[src/rtl/ram_pkg.sv]
// Shared definitions for the dual-port RAM pair reader.
// Holds the reader FSM encoding and the default RAM geometry.
package ram_pkg;

    localparam int RAM_ADDR_W = 4;
    localparam int RAM_DATA_W = 16;

    typedef enum logic [2:0] {
        IDLE    = 3'd0,
        ISSUE   = 3'd1,
        WAIT    = 3'd2,
        CAPTURE = 3'd3,
        EMIT_A  = 3'd4,
        EMIT_B  = 3'd5,
        DONE    = 3'd6
    } state_t;

endpackage

[src/rtl/ram_pair_reader.sv]
// Read-side master for the dual-port RAM: walks `count` words from
// `base_addr` two at a time (ports A/B) and streams them out.
//
// Ports:
//   clk, rst_n            clock, synchronous active-low reset
//   start/base_addr/count transfer request, sampled in IDLE
//   busy, done            transfer in flight / one-cycle completion pulse
//   addr_a/addr_b         RAM read addresses (ptr, ptr+1 mod depth)
//   data_a/data_b         RAM read data
//   out_data/out_valid/out_ready/out_last  16-bit valid/ready stream
module ram_pair_reader
    import ram_pkg::*;
#(
    parameter int ADDR_W = RAM_ADDR_W,
    parameter int DATA_W = RAM_DATA_W,
    parameter int RD_LAT = 1
) (
    input  logic              clk,
    input  logic              rst_n,
    input  logic              start,
    input  logic [ADDR_W-1:0] base_addr,
    input  logic [ADDR_W:0]   count,
    output logic              busy,
    output logic              done,
    output logic [ADDR_W-1:0] addr_a,
    output logic [ADDR_W-1:0] addr_b,
    input  logic [DATA_W-1:0] data_a,
    input  logic [DATA_W-1:0] data_b,
    output logic [DATA_W-1:0] out_data,
    output logic              out_valid,
    input  logic              out_ready,
    output logic              out_last
);

    localparam logic [ADDR_W:0]   REM_ONE = (ADDR_W+1)'(1);
    localparam logic [ADDR_W:0]   REM_TWO = (ADDR_W+1)'(2);
    localparam logic [ADDR_W-1:0] PTR_ONE = ADDR_W'(1);
    localparam logic [ADDR_W-1:0] PTR_TWO = ADDR_W'(2);
    localparam logic [ADDR_W-1:0] PTR_THR = ADDR_W'(3);

    state_t              state_q, state_d;
    logic [ADDR_W-1:0]   ptr_q, ptr_d;
    logic [ADDR_W:0]     rem_q, rem_d;
    logic [DATA_W-1:0]   buf_b_q, buf_b_d;
    logic [ADDR_W-1:0]   addr_a_q, addr_a_d;
    logic [ADDR_W-1:0]   addr_b_q, addr_b_d;
    logic [DATA_W-1:0]   out_data_q, out_data_d;
    logic                out_valid_q, out_valid_d;
    logic                out_last_q, out_last_d;
    logic                busy_q, busy_d;
    logic                done_q, done_d;
    logic                hs;

    assign hs = out_valid_q && out_ready;

    // Outputs are all registered: each _d is the value for the
    // state being entered, so they line up with state_q.
    // out_data_q doubles as buf_a: data_a is loaded straight into
    // it on the CAPTURE edge and held until the EMIT_A handshake.
    always_comb begin
        state_d     = state_q;
        ptr_d       = ptr_q;
        rem_d       = rem_q;
        buf_b_d     = buf_b_q;
        addr_a_d    = addr_a_q;
        addr_b_d    = addr_b_q;
        out_data_d  = out_data_q;
        out_valid_d = out_valid_q;
        out_last_d  = out_last_q;
        busy_d      = busy_q;
        done_d      = 1'b0;

        unique case (state_q)
            IDLE: begin
                if (start) begin
                    if (count == '0) begin
                        done_d = 1'b1;
                    end else begin
                        ptr_d    = base_addr;
                        rem_d    = count;
                        addr_a_d = base_addr;
                        addr_b_d = base_addr + PTR_ONE;
                        busy_d   = 1'b1;
                        state_d  = ISSUE;
                    end
                end
            end
            ISSUE: begin
                state_d = (RD_LAT == 0) ? CAPTURE : WAIT;
            end
            WAIT: begin
                state_d = CAPTURE;
            end
            CAPTURE: begin
                buf_b_d     = data_b;
                out_data_d  = data_a;
                out_valid_d = 1'b1;
                out_last_d  = (rem_q == REM_ONE);
                state_d     = EMIT_A;
            end
            EMIT_A: begin
                if (hs) begin
                    rem_d = rem_q - REM_ONE;
                    if (rem_q == REM_ONE) begin
                        // Odd tail: buf_b is dropped.
                        out_valid_d = 1'b0;
                        out_last_d  = 1'b0;
                        busy_d      = 1'b0;
                        done_d      = 1'b1;
                        state_d     = DONE;
                    end else begin
                        out_data_d = buf_b_q;
                        out_last_d = (rem_q == REM_TWO);
                        state_d    = EMIT_B;
                    end
                end
            end
            EMIT_B: begin
                if (hs) begin
                    rem_d       = rem_q - REM_ONE;
                    ptr_d       = ptr_q + PTR_TWO;
                    out_valid_d = 1'b0;
                    out_last_d  = 1'b0;
                    if (rem_q == REM_ONE) begin
                        busy_d  = 1'b0;
                        done_d  = 1'b1;
                        state_d = DONE;
                    end else begin
                        addr_a_d = ptr_q + PTR_TWO;
                        addr_b_d = ptr_q + PTR_THR;
                        state_d  = ISSUE;
                    end
                end
            end
            DONE: begin
                state_d = IDLE;
            end
            default: begin
                state_d = IDLE;
            end
        endcase
    end

    always_ff @(posedge clk) begin
        if (!rst_n) begin
            state_q     <= IDLE;
            ptr_q       <= '0;
            rem_q       <= '0;
            buf_b_q     <= '0;
            addr_a_q    <= '0;
            addr_b_q    <= '0;
            out_data_q  <= '0;
            out_valid_q <= 1'b0;
            out_last_q  <= 1'b0;
            busy_q      <= 1'b0;
            done_q      <= 1'b0;
        end else begin
            state_q     <= state_d;
            ptr_q       <= ptr_d;
            rem_q       <= rem_d;
            buf_b_q     <= buf_b_d;
            addr_a_q    <= addr_a_d;
            addr_b_q    <= addr_b_d;
            out_data_q  <= out_data_d;
            out_valid_q <= out_valid_d;
            out_last_q  <= out_last_d;
            busy_q      <= busy_d;
            done_q      <= done_d;
        end
    end

    assign busy      = busy_q;
    assign done      = done_q;
    assign addr_a    = addr_a_q;
    assign addr_b    = addr_b_q;
    assign out_data  = out_data_q;
    assign out_valid = out_valid_q;
    assign out_last  = out_last_q;

endmodule

[config.mk]
export PLATFORM = sky130hd
export DESIGN_NAME = ram_pair_reader
export DESIGN_NICKNAME = d
export VERILOG_FILES = /design/src/rtl/ram_pkg.sv /design/src/rtl/ram_pair_reader.sv
export SDC_FILE = /design/constraint.sdc
export NUM_CORES = 1
export LEC_CHECK = 0
export BUFFER_PORTS_ARGS = -buffer_cell sky130_fd_sc_hd__buf_2
export CAP_MARGIN = 20
export CORE_MARGIN = 1
export CORE_UTILIZATION = 53
export DETAILED_ROUTE_END_ITERATION = 7
export MAX_ROUTING_LAYER = met4
export PLACE_DENSITY = 0.76
export SLEW_MARGIN = 20
export SYNTH_ARGS = -nofsm -noshare
export SYNTH_HDL_FRONTEND = slang
export SYNTH_SLANG_ARGS = --single-unit
export TNS_END_PERCENT = 10
[constraint.sdc]
create_clock -name clk -period 2.38 [get_ports clk]
set_input_delay 0.357 -clock clk [delete_from_list [all_inputs] [get_ports clk]]
set_output_delay 0.357 -clock clk [all_outputs]
set_load 0.005 [all_outputs]
==> results by group <==
Die
  – Die Ht: 74.7 um
  – Core area: 0.00511 mm2
  – Die ar.: 0.00558 mm2
  – Starting Density: 54.9%
  – I/O pin count: 73
  – Die W: 74.7 um
  – Core Rows: 26

Synth
  – Distinct cell type count after synthesis: 52
  – Number of register bits inferred by synthesis: 56
  – Cell accounting for the most synthesized area: dfxtp_1
  – Post-synth top flop: dfxtp_1
  – Ys Warns: 0
  – Sequential share of the synthesized area: 40.0%
  – Post-Synthesis Cell Area: 0.00280 mm2
  – Synth Area per Inst: 8.57 um2
  – Area contributors post-synth: dfxtp_1 40%, nand2_1 8.4%, a21oi_1 5.4%, a311oi_2 5.4%, o21ai_0 4.1%
  – FFs w/ async S/R, synth: 0%
  – Post-synth top area share: 40.0%
  – Syn_nets: 379
  – Post-synth EDFFs: 0
  – Syn Inst Count: 327

Power and ir drop
  – Comb pwr share: 22.3%
  – Design Power: 2.10 mW
  – Leak: 1.32 nW
  – Internal Power: 1.44 mW
  – P_sw: 0.659 mW
  – PwrDens: 633 mW/mm2
  – Peak supply drop: 347 uV
  – Switching share of power: 31.4%
  – Clk pwr share: 26.1%
  – Flop pwr share: 51.6%

Timing
  – Slew at the pin with the worst max-slew slack: 0.593 ns
  – Min Tclk post-route: 2.11 ns
  – Fin crit share: 88.7%
  – Final Setup Violations: 0
  – Maximum clock frequency: 474 MHz
  – Unrepaired setup endpoints after global routing: no
  – Final setup skew: 0.00838 ns
  – Worst rel slew slack: 60.5%
  – Max Transition Viols Final: 0
  – Fin. Hold Viols: 0
  – Fin Setup TNS: 0 ns

Critical path
  – Worst setup EP type: register
  – Critical path class: register to register
  – Crit path max fanout: 26
  – Origin of the critical flop-to-flop path: state_q[2]
  – R2r worst-path depth: 5
  – CP Cell Sequence: nand2b_2, o41ai_4, buf_12, nor2_1, a311oi_1
  – CP required: 2.59 ns
  – Slowest CP cell: dfxtp_1
  – CP Launch Type: register
  – Critical path launch point: state_q[2]
  – Crit path arrival time: 2.32 ns
  – CP max stage delay: 0.68 ns

Clock network
  – CTS root buffer: clkbuf_8
  – Num CTS Buffers: 5
  – TritonCTS clock tree: done
  – CTS clk-pin slew, worst paths: 0.11 ns
  – Clock latency on the worst-skew pair: 0.31 ns
  – Postcts setup bufs: 0
  – Post_cts resized: 0
  – H-tree depth: 2
  – Clock Sinks: 56
  – Max Root-Sink Buffers: 2
  – Hold-fix buffers, CTS: 0

Detailed routing
  – Vias: 2599
  – Routed WL: 6.63 mm
  – First-pass DRT Iterations: 4
  – DRT iter0 DRCs: 222
  – DRC Markers: 0
  – Drt wl/cell: 14.3 um
  – ANT nets after route: 0
  – Avg Vias per Cell: 5.61

Global route
  – Total Routing Usage GR: 25.1%
  – Grt ovf: 0
  – Global-route wire length before repair: 10.6 mm
  – Vias in the first global route: 2306
  – Pin count of the biggest net entering global routing: 36
  – Initial antenna violation count: 0

Finish
  – Layout Cells excl Fill: 463
  – N_diodes: 0
  – Final Util: 65.0%
  – Layout area overhead: 18.6%
  – Share of layout cells above drive strength 1: 28.8%
  – Layout Nets: 444
  – Post-route cell area: 0.00332 mm2
  – # fillers: 461

Placed design
  – Inst Count DP: 455
  – Placed cell areas: 0.00323 mm2
  – Number of port buffers: 72
  – Dpl hpwl: 4.74 mm
  – Routability cong.: 0.913

Hold path
  – Depth of the worst hold-timing path: 3
  – Critical hold path startpoint: data_b[0]
  – HP Class: input port to register

Job
  – Max-cap viol count: 0

Run status
  – Status: completed
synthesized netlist by cell type (all sizes together) (2+ instances only):
cell type,n
nor2,22
o221ai,5
a221oi,3
or3,3
nand3b,2
xor2,2
clkbuf,13
o21ai,24
nor3b,2
a311oi,16
mux2i,2
o211ai,2
inv,8
o21a,2
and2,3
nor2b,3
nor3,3
nand3,12
a32oi,2
nor4b,2
a21oi,30
and3,2
dfxtp,56
xnor2,2
a31oi,2
o311a,6
o22ai,3
nand2,63
nand2b,2
buf,12
a211oi,2
ha,7
cells in the final DEF (no fill, tap or decap), drive strengths merged, types with 5 or more instances in the layout:
cell and count:
a21oi 30, a311oi 16, buf 83, clkbuf 5, dfxtp 56, ha 7, inv 9, nand2 63
nand3 12, nor2 22, o21ai 24, o221ai 5, o311a 6
worst max-delay path: cells and delay by family, from the launching register on:
kind	cells	cell delay, ns
buf+inv	1	0.25
simple gates	2	0.21
flops	1	0.68
compound gates	2	0.87
flip-flops by register name, summed over array words and instances, names as in the netlist:
name / flops
out_last: 1
done: 1
out_data: 16
ptr_q: 4
rem_q: 5
busy: 1
addr_b: 4
buf_b_q: 16
out_valid: 1
addr_a: 4
state_q: 3
worst paths after layout:
kind / to / slack, ns
max reg2reg: out_data[5] / 0.27
min: buf_b_q[0] / 0.27
max: out_data[5] / 0.27
min reg2reg: buf_b_q[15] / 0.46
final cells by class:
| type | count | area [um2] | area share, % |
|---|---|---|---|
| Sequential cell | 56 | 1120 | 33.7 |
| Timing Repair Buffer | 83 | 468 | 14.1 |
| Clock inverter | 3 | 27.5 | 0.829 |
| Tap cell | 70 | 87.6 | 2.64 |
| Multi-Input combinational cell | 238 | 1520 | 45.7 |
| Clock buffer | 5 | 68.8 | 2.07 |
| Inverter | 8 | 30.0 | 0.904 |
power by group through the flow:
stage	clock [mW]	combinational (mW)	sequential, mW
5_1_grt	0.595	0.520	1.10
2_1_floorplan	0	0.331	1.09
4_1_cts	0.555	0.469	1.08
3_3_place_gp	0	0.455	1.10
6_report	0.549	0.468	1.08
3_5_place_dp	0	0.468	1.10
metal layers:
| metal | up-vias | track usage, % | wire (um) |
|---|---|---|---|
| met1 | 1197 | 34.0 | 3010 |
| met3 | 6 | 3.48 | 317 |
| met2 | 81 | 39.5 | 3240 |
| met5 | - | - | 0 |
| li1 | 1315 | - | - |
| met4 | 0 | 6.08 | 58 |
through the flow:
stage | setup slack (ns) | hold WS (ns)
after global placement | 0.450 | 0.443
after global routing | 0.140 | 0.267
after detailed placement | 0.303 | 0.447
after floorplan | 0.698 | 0.437
after CTS | 0.277 | 0.266
final | 0.269 | 0.271
logic make-up after synthesis:
| group | share of synthesized area (%) |
|---|---|
| adder cells (fa/ha/maj) | 3.13 |
| AND/OR/NAND/NOR | 21.1 |
| flip-flops | 40.0 |
| XOR/XNOR | 1.25 |
| AO/OA/AOI/OAI | 27.6 |
| multiplexers | 1.12 |
| buffers and inverters | 5.76 |
No activity file was read; power rests on OpenSTA's default activity.
